## src/rtl/sync_fifo_pkg.sv

```systemverilog
// -----------------------------------------------------------------------------
// sync_fifo_pkg
//   Shared definitions for the sync_fifo elastic buffer:
//     - ptr_w()      : pointer width for a given depth ($clog2-based, min 1)
//     - RST_*        : reset values of the registered status flags
// -----------------------------------------------------------------------------
package sync_fifo_pkg;

    // Width of a read/write pointer for a FIFO of 'depth' entries.
    // The occupancy counter is one bit wider so that it can hold 'depth'.
    function automatic int ptr_w(input int depth);
        return (depth > 1) ? $clog2(depth) : 1;
    endfunction

    localparam logic RST_EMPTY     = 1'b1;
    localparam logic RST_FULL      = 1'b0;
    localparam logic RST_AEMPTY    = 1'b1;
    localparam logic RST_AFULL     = 1'b0;
    localparam logic RST_RD_VALID  = 1'b0;
    localparam logic RST_OVERFLOW  = 1'b0;
    localparam logic RST_UNDERFLOW = 1'b0;

endpackage : sync_fifo_pkg

```

## src/rtl/sync_fifo_mem.sv

```systemverilog
// -----------------------------------------------------------------------------
// sync_fifo_mem
//   DEPTH x WIDTH register array used as FIFO storage.
//   Ports:
//     clk        : clock, rising edge
//     rst        : synchronous active-high reset (read data register only)
//     i_wr_en    : write strobe
//     i_wr_addr  : write address
//     i_wr_data  : write data
//     i_rd_en    : read strobe; o_rd_data loads on the next edge
//     i_rd_addr  : read address
//     o_rd_data  : registered read data, holds when i_rd_en is low
// -----------------------------------------------------------------------------
module sync_fifo_mem #(
    parameter int WIDTH = 4,
    parameter int DEPTH = 8,
    parameter int AW    = 3
) (
    input  logic             clk,
    input  logic             rst,
    input  logic             i_wr_en,
    input  logic [AW-1:0]    i_wr_addr,
    input  logic [WIDTH-1:0] i_wr_data,
    input  logic             i_rd_en,
    input  logic [AW-1:0]    i_rd_addr,
    output logic [WIDTH-1:0] o_rd_data
);

    // NOTE: the storage array is deliberately left out of reset; only
    // entries that have been written are ever read, and a reset on every
    // word would prevent mapping onto plain register files or RAM.
    logic [WIDTH-1:0] r_mem [DEPTH];
    logic [WIDTH-1:0] r_rd_data;

    // NOTE: non-blocking assignments give read-before-write semantics: when
    // a full FIFO reads and writes the same slot in one cycle, the read
    // returns the old (oldest) word, not the one being written.
    always_ff @(posedge clk) begin
        if (i_wr_en) begin
            r_mem[i_wr_addr] <= i_wr_data;
        end
    end

    always_ff @(posedge clk) begin
        if (rst) begin
            r_rd_data <= '0;
        end else if (i_rd_en) begin
            r_rd_data <= r_mem[i_rd_addr];
        end
    end

    assign o_rd_data = r_rd_data;

endmodule : sync_fifo_mem

```

## src/rtl/sync_fifo.sv

```systemverilog
// -----------------------------------------------------------------------------
// sync_fifo
//   Parametrised single-clock FIFO with registered read port, occupancy
//   count and almost-full / almost-empty thresholds.
//   Optional feature macro: SYNC_FIFO_ERR_EN adds sticky overflow/underflow
//   flags and the err_clr input.
//   Ports:
//     clk          : clock, rising edge
//     rst          : synchronous active-high reset
//     wr_en        : write request
//     wr_data      : write data
//     rd_en        : read request
//     rd_data      : registered read data (holds when no read is accepted)
//     rd_valid     : high for the cycle after each accepted read
//     full/empty   : count == DEPTH / count == 0
//     almost_full  : count >= AFULL_TH
//     almost_empty : count <= AEMPTY_TH
//     count        : current occupancy
//     err_clr      : clears sticky flags            (SYNC_FIFO_ERR_EN)
//     overflow     : sticky, write rejected         (SYNC_FIFO_ERR_EN)
//     underflow    : sticky, read rejected          (SYNC_FIFO_ERR_EN)
// -----------------------------------------------------------------------------
module sync_fifo
    import sync_fifo_pkg::*;
#(
    parameter int WIDTH     = 4,
    parameter int DEPTH     = 8,
    parameter int AFULL_TH  = DEPTH - 1,
    parameter int AEMPTY_TH = 1
) (
    input  logic                    clk,
    input  logic                    rst,
    input  logic                    wr_en,
    input  logic [WIDTH-1:0]        wr_data,
    input  logic                    rd_en,
    output logic [WIDTH-1:0]        rd_data,
    output logic                    rd_valid,
    output logic                    full,
    output logic                    empty,
    output logic                    almost_full,
    output logic                    almost_empty,
    output logic [ptr_w(DEPTH):0]   count
`ifdef SYNC_FIFO_ERR_EN
    ,
    input  logic                    err_clr,
    output logic                    overflow,
    output logic                    underflow
`endif
);

    localparam int AW = ptr_w(DEPTH);
    localparam int CW = AW + 1;

    logic [AW-1:0] r_wr_ptr;
    logic [AW-1:0] r_rd_ptr;
    logic [CW-1:0] r_count;
    logic          r_full;
    logic          r_empty;
    logic          r_afull;
    logic          r_aempty;
    logic          r_rd_valid;

    logic          w_rd_accept;
    logic          w_wr_accept;
    logic [CW-1:0] w_count_nxt;

    // Requests arriving in a reset cycle are discarded. A write into a full
    // FIFO is accepted only when a read frees a slot in the same cycle; a
    // read from an empty FIFO is never satisfied by the concurrent write.
    assign w_rd_accept = !rst && rd_en && !r_empty;
    assign w_wr_accept = !rst && wr_en && (!r_full || w_rd_accept);

    // NOTE: every variable written in always_comb gets a default first, so
    // no path can leave it unassigned and infer a latch.
    always_comb begin
        w_count_nxt = r_count;
        case ({w_wr_accept, w_rd_accept})
            2'b10:   w_count_nxt = r_count + CW'(1);
            2'b01:   w_count_nxt = r_count - CW'(1);
            default: w_count_nxt = r_count;
        endcase
    end

    // Pointers, count and flags. Flags come from the next-state count so
    // they are exact in the cycle following the edge that changed it.
    always_ff @(posedge clk) begin
        if (rst) begin
            r_wr_ptr   <= '0;
            r_rd_ptr   <= '0;
            r_count    <= '0;
            r_full     <= RST_FULL;
            r_empty    <= RST_EMPTY;
            r_afull    <= RST_AFULL;
            r_aempty   <= RST_AEMPTY;
            r_rd_valid <= RST_RD_VALID;
        end else begin
            if (w_wr_accept) begin
                r_wr_ptr <= r_wr_ptr + AW'(1);
            end
            if (w_rd_accept) begin
                r_rd_ptr <= r_rd_ptr + AW'(1);
            end
            r_count    <= w_count_nxt;
            r_full     <= (int'(w_count_nxt) == DEPTH);
            r_empty    <= (w_count_nxt == '0);
            r_afull    <= (int'(w_count_nxt) >= AFULL_TH);
            r_aempty   <= (int'(w_count_nxt) <= AEMPTY_TH);
            r_rd_valid <= w_rd_accept;
        end
    end

    sync_fifo_mem #(
        .WIDTH (WIDTH),
        .DEPTH (DEPTH),
        .AW    (AW)
    ) u_mem (
        .clk       (clk),
        .rst       (rst),
        .i_wr_en   (w_wr_accept),
        .i_wr_addr (r_wr_ptr),
        .i_wr_data (wr_data),
        .i_rd_en   (w_rd_accept),
        .i_rd_addr (r_rd_ptr),
        .o_rd_data (rd_data)
    );

    assign rd_valid     = r_rd_valid;
    assign full         = r_full;
    assign empty        = r_empty;
    assign almost_full  = r_afull;
    assign almost_empty = r_aempty;
    assign count        = r_count;

`ifdef SYNC_FIFO_ERR_EN
    logic r_overflow;
    logic r_underflow;
    logic w_wr_reject;
    logic w_rd_reject;

    assign w_wr_reject = wr_en && r_full && !w_rd_accept;
    assign w_rd_reject = rd_en && r_empty;

    // A new error in the same cycle as err_clr takes priority, so no event
    // can slip through unreported.
    always_ff @(posedge clk) begin
        if (rst) begin
            r_overflow  <= RST_OVERFLOW;
            r_underflow <= RST_UNDERFLOW;
        end else begin
            if (w_wr_reject) begin
                r_overflow <= 1'b1;
            end else if (err_clr) begin
                r_overflow <= 1'b0;
            end
            if (w_rd_reject) begin
                r_underflow <= 1'b1;
            end else if (err_clr) begin
                r_underflow <= 1'b0;
            end
        end
    end

    assign overflow  = r_overflow;
    assign underflow = r_underflow;
`endif

endmodule : sync_fifo

```

## config.mk

```make
export PLATFORM = sky130hd
export DESIGN_NAME = sync_fifo
export DESIGN_NICKNAME = d
export VERILOG_FILES = /design/src/rtl/sync_fifo_pkg.sv /design/src/rtl/sync_fifo_mem.sv /design/src/rtl/sync_fifo.sv
export SDC_FILE = /design/constraint.sdc
export NUM_CORES = 1
export LEC_CHECK = 0
export CAP_MARGIN = 30
export CELL_PAD_IN_SITES_DETAIL_PLACEMENT = 1
export CELL_PAD_IN_SITES_GLOBAL_PLACEMENT = 1
export CORE_MARGIN = 2
export CORE_UTILIZATION = 40
export DETAILED_ROUTE_END_ITERATION = 10
export MAX_ROUTING_LAYER = met4
export PLACE_DENSITY_LB_ADDON = 0.2
export SYNTH_ARGS = -nofsm -noshare
export SYNTH_HDL_FRONTEND = slang
export SYNTH_HIERARCHICAL = 1
export SYNTH_SLANG_ARGS = --single-unit
```

## constraint.sdc

```tcl
create_clock -name clk -period 2.52 [get_ports clk]
set_input_delay 0.378 -clock clk [delete_from_list [all_inputs] [get_ports clk]]
set_output_delay 0.378 -clock clk [all_outputs]
set_load 0.1 [all_outputs]
```

# After elaboration in Yosys (flattened, before gate mapping)
# Memories as Yosys holds them, arrays and structs flattened. A register that Yosys moved wholly into a read port is not among the register bits.
# Index checks and enable logic that the tools add are counted.
[op_classes] n_mux=3 order_cmp=2 eq_ne=3 add_sub_neg=4 reduce_logical=9
[ops] operator="one-hot mux 4 bit (2 select lines)" n=1
[ops] operator="adder 3 x 1 -> 3 bit, second input constant" n=2
[ops] operator="adder 4 x 1 -> 4 bit, second input constant" n=1
[ops] operator="equality test 4 bit, second input constant" n=1
[ops] operator=">= comparator 4 x 3 -> 1 bit, second input constant" n=1
[ops] operator="<= comparator 4 x 1 -> 1 bit, second input constant" n=1
[ops] operator="logical AND 1 bit" n=4
[ops] operator="logical NOT 4 bit" n=1
[ops] operator="subtractor 4 x 1 -> 4 bit, second input constant" n=1
[ops] operator="logical NOT 1 bit" n=3
[ops] operator="equality test 2 x 1 -> 1 bit, second input constant" n=1
[ops] operator="equality test 2 bit, second input constant" n=1
[ops] operator="2-to-1 mux 1 bit" n=2
[ops] operator="logical OR 1 bit" n=1
[word_totals] elab_cells=30 out_inout_bits=13 in_bits=8 regBits=15 mem_count=1 ram_bits=32
[mem_list] name="u_mem.r_mem" words=8 width=4 read_ports=1 rd_ports_with_merged_regs=1 write_ports=1 line_no="sync_fifo_mem.sv:32" text="logic [WIDTH-1:0] r_mem [DEPTH];"

# Logic depth before layout (Yosys ltp)
# Gate-level depths: netlist (run 1).
[logic_depth] depth_word=8 mapped_depth=10 ltp_nobuf=10

# Hierarchy
# The synthesis (run 1) kept the hierarchy.
[modules_own_cells] module="sync_fifo_mem" cells_per_inst=80 area_per_inst_um2=1430.1 n_inst=1
[modules_own_cells] module="sync_fifo" cells_per_inst=88 area_per_inst_um2=804.5 n_inst=1

# Least setup slack after synthesis (run 1)
# Ideal clock, no wire load.
[synth_timing] kind="reg2reg" startpoint="register r_empty, in the netlist empty" endpoint="register r_full, in the netlist full" stages_incl_launch_ff=11 period_less_slack_ns=3.073 path_buffers=0 arrival_ns=2.997 required_ns=2.444 setup_ns=0.076 setup_slack_ns=-0.553 path_cell_list="dfxtp_1 nand2b_1 a21boi_1 nand2b_1 ha_1 inv_1 fa_1 nor2b_1 nand2_2 or4_1 o22ai_1"
[synth_between] elab_chain_len=7 word_cells_on_any_way=8 classes_between="eq/ne (3); mux (1); reduce/logical (4)"
[synth_rtl] item="start: declaration" line_no="sync_fifo.sv:58" text="logic r_empty;"
[synth_rtl] item="start signal: assignment" line_no="sync_fifo.sv:105" text="r_empty <= (w_count_nxt == '0);"
[synth_rtl] item="logical NOT 1 bit (*)" line_no="sync_fifo.sv:70" text="assign w_rd_accept = !rst && rd_en && !r_empty;"
[synth_rtl] item="logical AND 1 bit (*)" line_no="sync_fifo.sv:70"
[synth_rtl] item="logical OR 1 bit" line_no="sync_fifo.sv:71" text="assign w_wr_accept = !rst && wr_en && (!r_full || w_rd_accept);"
[synth_rtl] item="logical AND 1 bit" line_no="sync_fifo.sv:71"
[synth_rtl] item="equality test 2 x 1 -> 1 bit or equality test 2 bit (tied branches)" line_no="sync_fifo.sv:77" text="case ({w_wr_accept, w_rd_accept})"
[synth_rtl] item="one-hot mux 4 bit (2 select lines) (*)" line_no="sync_fifo.sv:77"
[synth_rtl] item="equality test 4 bit (*)" line_no="sync_fifo.sv:104" text="r_full <= (int'(w_count_nxt) == DEPTH);"
[synth_rtl] item="end signal: assignment" line_no="sync_fifo.sv:104"
[synth_rtl] item="end: declaration" line_no="sync_fifo.sv:57" text="logic r_full;"
# Every way passes the cells marked *; elsewhere a longest branch is shown, timed or not.
# A chain may end at the register's enable or synchronous reset.

# Final worst setup path (run 1)
[layout_timing] startpoint="input port wr_en" endpoint="register r_full, in the netlist full"
[layout_between] elab_chain_len=5 word_cells_on_any_way=6 classes_between="eq/ne (3); mux (1); reduce/logical (2)"
[layout_rtl] item="start: declaration" line_no="sync_fifo.sv:33" text="input logic wr_en,"
[layout_rtl] item="logical AND 1 bit (*) (2 in a row)" line_no="sync_fifo.sv:71"
[layout_rtl] item="equality test 2 x 1 -> 1 bit or equality test 2 bit (tied branches)" line_no="sync_fifo.sv:77"
[layout_rtl] item="one-hot mux 4 bit (2 select lines) (*)" line_no="sync_fifo.sv:77"
[layout_rtl] item="equality test 4 bit (*)" line_no="sync_fifo.sv:104"
# Marks and branches as above.

==> results of run 1 <==
[worst reg2reg max path, stage by stage (launching register included)]
cell and delay, ns:
dfxtp_4 0.36, nand2b_4 0.15, a21boi_2 0.16, nand2b_1 0.10, ha_2 0.21, inv_1 0.10
fa_1 0.42, nor2b_2 0.18, buf_4 0.14, and2_1 0.15, a311o_1 0.29
[layout make-up]
| type | count | area (um^2) | share of cell area, % |
|---|---|---|---|
| Inverter | 5 | 18.8 | 0.693 |
| Sequential cell | 51 | 1350 | 49.8 |
| Clock buffer | 5 | 68.8 | 2.54 |
| Clock inverter | 3 | 18.8 | 0.693 |
| Tap cell | 72 | 90.1 | 3.33 |
| Timing Repair Buffer | 38 | 300 | 11.1 |
| Multi-Input combinational cell | 105 | 862 | 31.9 |
[state kept, by name, indices dropped and copies added, names as in the netlist]
signal and flops:
almost_empty 1, almost_full 1, count 4, empty 1, full 1, r_rd_ptr 3, r_wr_ptr 3, rd_valid 1
u_mem/o_rd_data 4, u_mem/r_mem 32
[worst min-delay path by stage]
stage,startpoint,end,depth (start not counted)
global route,u_mem/o_rd_data[2],u_mem/o_rd_data[2],2
global placement,u_mem/o_rd_data[1],u_mem/o_rd_data[1],2
finish,u_mem/o_rd_data[2],u_mem/o_rd_data[2],2
floorplan,rst,u_mem/o_rd_data[0],1
CTS,u_mem/o_rd_data[2],u_mem/o_rd_data[2],2
detailed placement,u_mem/o_rd_data[2],u_mem/o_rd_data[2],2
[cell families after synthesis]
kind of cell               Yosys count  synth area share [%]
AOI/OAI and AO/OA                   22                  7.17
xor gates and xnor gates             7                  3.70
adders and majority gates            6                  3.70
buffers and inverters               12                  3.47
DFF                                 51                  60.0
muxes                               21                  11.6
and+or+nand+nor                     49                  10.3
[cells in the final DEF, fill, tap and decap left out, drive strengths merged, types with 2 or more instances in the layout]
| cell type | instances |
|---|---|
| edfxtp | 32 |
| buf | 31 |
| nor2 | 22 |
| dfxtp | 19 |
| mux2i | 17 |
| nand2 | 9 |
| inv | 6 |
| a211oi | 6 |
| clkbuf | 5 |
| clkdlybuf4s50 | 5 |
| nand2b | 5 |
| a21oi | 5 |
| ha | 5 |
| nand3 | 4 |
| mux4 | 4 |
| xor2 | 4 |
| nor3 | 3 |
| xnor2 | 2 |
| a21o | 2 |
| clkinv | 2 |
| dlygate4sd2 | 2 |
| nor2b | 2 |
[timing repair]
item | 4_1_cts | 5_1_grt
endpoints found under the hold margin | 0 | 0
setup endpoints to repair | 5 | 4
buffers inserted | 0 | 1
resized for setup | 6 | 3
pin swaps | 0 | 3
cloned | 0 | 0
[per-layer routing]
| metal | up-vias | track usage (%) |
|---|---|---|
| met1 | 725 | 21.7 |
| li1 | 686 | - |
| met4 | 0 | 3.68 |
| met5 | - | - |
| met3 | 4 | 3.64 |
| met2 | 26 | 26.7 |
[power by group]
group / leakage [nW] / total, mW / internal [mW] / switching (mW)
Sequential: 0.445 / 0.944 / 0.917 / 0.0268
Combinational: 0.467 / 0.378 / 0.134 / 0.244
Clock: 0.0483 / 0.461 / 0.196 / 0.265
==> qor.yml, run 1 <==
drtAntennaViolNets: 0
drt-vias-per-instance: 5.16
synth_seq_area_share_pct: 60.0
hold_buffers: 0
met1Wirelength_mm: 2.14
yosysTopAreaCellShare_pct: 43.0
grt_antenna_before_repair: 0
synthTopCellsByArea: "edfxtp_1, dfxtp_1, mux2i_1"
fin_area_um2: 2710
rr_worst_depth: 10
synth_cells: 168
synth.most_common_cell: "edfxtp_1"
initial_utilization_pct: 41.1
grt_pass1_vias: 1473
crit_arrival_ns: 2.68
routed-wl-met2_mm: 2.31
drt_first_pass_iters: 4
overflow: 0
instances_no_fill: 279
cts_buffer_depth: 2
min_period_over_period_pct: 97.3
clock_skew_ns: 0.00556
tightest_slew_ns: 0.486
area_growth_pct: 21.1
synthFlopType: "edfxtp_1"
irDropWorstVdd_mv: 0.259
final-hold-violation-count: 0
cts.htree.levels: 2
cts_buffers: 5
fillers: 579
post-place-ws_ns: -0.466
synthArstFlopShare_pct: 0
finalPower_mw: 1.78
p_leak_nw: 0.961
place_area_um2: 2580
crit_end: "full"
drc: 0
rrSetupSlack_ns: 0.15
cts_tree: "built"
final_util_pct: 49.8
min_path_type: "reg -> reg"
yosysTopAreaCell: "edfxtp_1"
die_area_um2: 6200
cp-end-kind: "register"
cp.required_ns: 2.74
pin_count: 21
die_w_um: 78.7
status: "finished clean"
synthTopCellsByCount: "edfxtp_1, nor2_1, dfxtp_1, mux2i_1, nand2_1"
worstSetupPathType: "in -> reg"
rows: 27
grt_max_degree: 19
antenna_cells: 0
yosysWarningCount: 6
cts_sinks: 51
route.met3.wl_um: 197
rsz0062_at_grt: "true"
cp.depth: 10
routed_wl_mm: 4.69
vias: 1441
numPortBuffers: 20
cp_max_fo: 4
synth_cell_types: 39
syn_avg_cell_area_um2: 13.3
synth.ff_latch_count: 51
cts_root_buf: "clkbuf_8"
crit_path_start_kind: "input pin"
grt_pass1_wl_mm: 7.48
r2r_end: "empty"
cp_slowest_stage_delay_ns: 0.48
coreArea_um2: 5440
crit_start: "wr_en"
die_h_um: 78.7
cts.clk_slew.worst_paths_ns: 0.09
gp_congestion: 0.799
drv_slew: 0
nNetsFinal: 220
drt_iter0_drc: 88
highest_layer: "met4"
power_density_nw_per_um2: 659
rr_startpoint: "empty"
dp_hpwl_mm: 3.58
max_freq_mhz: 408
post_drt_wl_per_cell_um: 16.8
worst_skew_pair.late_latency_ns: 0.30
syn_area_um2: 2230
grtUsageTotal_pct: 16.5
syn_nets: 182
cp_cell_sequence: "clkdlybuf4s50_1 > a21boi_2 > nand2b_1 > ha_2 > inv_1 > fa_1 > nor2b_2 > nand2_2 > or4_1 > o22ai_1"
drive_above_1_share_pct: 28.5
max-slew-margin-rel_pct: 67.5
tns_ns: 0
cp_top_family: "simple AND/OR/NAND/NOR gates"
whs_ns: 0.501
cap_violations: 0
timing.final.ws_setup_ns: 0.0669
dp.cells: 270
crit_slowest_cell: "fa_1"
setup_viol: 0
synth-edff-count: 32
finalCriticalPeriod_ns: 2.45
critPathBufInv: 2
Power figures use the tool's default switching activity.
==> inputs of run 2 (changes only) <==
GPL_ROUTABILITY_DRIVEN = 0   (was not set)
==> results of run 2 <==
The final DEF is identical to that of run 1; final timing and power are the same.
==> inputs of run 3 (changes only) <==
REMOVE_ABC_BUFFERS = 1   (was not set)
==> run 3 against run 2 <==
Against the previous run: clock skew rose by 0.0026 ns; power is 1.6% higher; first-iteration DRC count is 31% lower; core utilization grew 1.5 points; worst setup slack improved by 0.030 ns; register-to-register slack got worse by 0.02 ns; worst hold slack got worse by 0.0079 ns; combinational power rose by 7.9%; critical path type unchanged; critical endpoint is now almost_full; largest power group unchanged.
==> qor.yml, run 3 (synthesis gave the netlist of run 1 again) <==
status: "finished clean"  # unchanged
rr_startpoint: "empty"  # unchanged
grt_max_degree: 19  # unchanged
nNetsFinal: 224  # was 220
crit_start: "wr_en"  # unchanged
drt-vias-per-instance: 5.15  # was 5.16
crit_path_start_kind: "input pin"  # unchanged
regMostFlops: "u_mem/r_mem"  # unchanged
setup_viol: 0  # unchanged
initial_utilization_pct: 41.1  # unchanged
overflow: 0  # unchanged
drt_first_pass_iters: 4  # unchanged
tightest_slew_ns: 0.396  # was 0.486 ns
grt_pass1_wl_mm: 8.00  # was 7.48 mm
cts_buffers: 5  # unchanged
rows: 27  # unchanged
p_leak_nw: 1.00  # was 0.961 nW
irDropWorstVdd_mv: 0.273  # was 0.259 mV
whs_ns: 0.493  # was 0.501 ns
vias: 1457  # was 1441
dp_hpwl_mm: 3.76  # was 3.58 mm
die_h_um: 78.7  # unchanged
final_common_cell: "buf_4"  # was edfxtp_1
grt_antenna_before_repair: 0  # unchanged
worstSetupPathType: "in -> reg"  # unchanged
cts.htree.levels: 2  # unchanged
routed_wl_mm: 4.93  # was 4.69 mm
fin_area_um2: 2790  # was 2710 um^2
cp.required_ns: 2.70  # was 2.74 ns
fillers: 564  # was 579
grtUsageTotal_pct: 17.5  # was 16.5%
pin_count: 21  # unchanged
seq_area_um2: 1340  # was 1350 um^2
hold_start: "u_mem/o_rd_data[2]"  # unchanged
cts_root_buf: "clkbuf_8"  # unchanged
cp_max_fo: 4  # unchanged
worst_skew_pair.late_latency_ns: 0.30  # about the same
post_drt_wl_per_cell_um: 17.4  # was 16.8 um
coreArea_um2: 5440  # unchanged
drv_slew: 0  # unchanged
instances_no_fill: 283  # was 279
finalCriticalPeriod_ns: 2.42  # was 2.45 ns
place_area_um2: 2570  # was 2580 um^2
max_freq_mhz: 413  # was 408 MHz
final_util_pct: 51.3  # was 49.8%
post-place-ws_ns: -0.560  # was -0.466 ns
tns_ns: 0  # unchanged
max-slew-margin-rel_pct: 73.5  # was 67.5%
clock_skew_ns: 0.00817  # was 0.00556 ns
dp.cells: 271  # was 270
final-hold-violation-count: 0  # unchanged
drt_iter0_drc: 61  # was 88
crit_arrival_ns: 2.61  # was 2.68 ns
drc: 0  # unchanged
die_w_um: 78.7  # unchanged
power_density_nw_per_um2: 650  # was 659 nW/um^2
drive_above_1_share_pct: 28.9  # was 28.5%
cts.clk_slew.worst_paths_ns: 0.09  # about the same
die_area_um2: 6200  # unchanged
min_period_over_period_pct: 96.2  # was 97.3%
multi_input_area_um2: 913  # was 862 um^2
final_cell_mix: "buf_4, edfxtp_1, nor2_1"  # was edfxtp_1, buf_4, nor2_1
grt_pass1_vias: 1537  # was 1473
drtAntennaViolNets: 0  # unchanged
antenna_cells: 0  # unchanged
timing.final.ws_setup_ns: 0.0964  # was 0.0669 ns
cts_tree: "built"  # unchanged
cts_sinks: 51  # unchanged
cp-end-kind: "register"  # unchanged
rsz0062_at_grt: "false"  # was true
cap_violations: 0  # unchanged
numPortBuffers: 20  # unchanged
cts_buffer_depth: 2  # unchanged
largest_register_ff_count: 32  # unchanged
min_path_type: "reg -> reg"  # unchanged
area_growth_pct: 24.7  # was 21.1%
finalPower_mw: 1.81  # was 1.78 mW
## run 3: cell types whose count changed in the layout (fill, tap and decap cells not counted), moves of 2 or more
cell / change
buf_4: +4
dfxtp_1: +3
ha_4: +3
dfxtp_2: -2
dlygate4sd2_1: -2
dlymetal6s2s_1: +2
ha_2: -2
## run 3: per-layer routing
metal | routed length (um) | global-route usage [%] | up-vias | share of wire (%)
li1 | - | - | 696 | -
met1 | 2260 | 23.2 | 731 | 46
met2 | 2480 | 27.9 | 26 | 50
met3 | 147 | 3.07 | 4 | 3.0
met4 | 42 | 4.74 | 0 | 0.85
met5 | 0 | - | - | 0
## run 3: area by class of cell
type	count	share of cell area (%)
Tap cell	72	3.23
Sequential cell	51	48.1
Multi-Input combinational cell	105	32.8
Inverter	5	0.673
Clock inverter	2	0.494
Timing Repair Buffer	42	12.1
Clock buffer	6	2.60
## run 3: critical path: stages
cell and delay (ns):
clkdlybuf4s50_1 0.50, a21boi_4 0.22, nand2b_4 0.08, ha_4 0.18, ha_4 0.22, a21o_1 0.23
a2111oi_4 0.44, buf_4 0.17, or4b_1 0.10, nand3_1 0.08
## run 3: timing repair
item	4_1_cts	5_1_grt
resized for setup	5	13
pin swaps	4	9
buffers inserted	1	3
endpoints found under the setup margin	5	5
hold buffers	0	0
cloned	0	0
## run 3: worst paths after layout
check,to,slack (ns),cells past startpoint
max reg2reg,almost_full,0.13,10
min,u_mem/o_rd_data[2],0.49,2
max,almost_full,0.1,10
min reg2reg,u_mem/o_rd_data[2],0.49,2
## run 3: where the power goes
group | switching [mW] | internal (mW)
combinational | 0.257 | 0.151
sequential | 0.0229 | 0.916
clock | 0.268 | 0.197
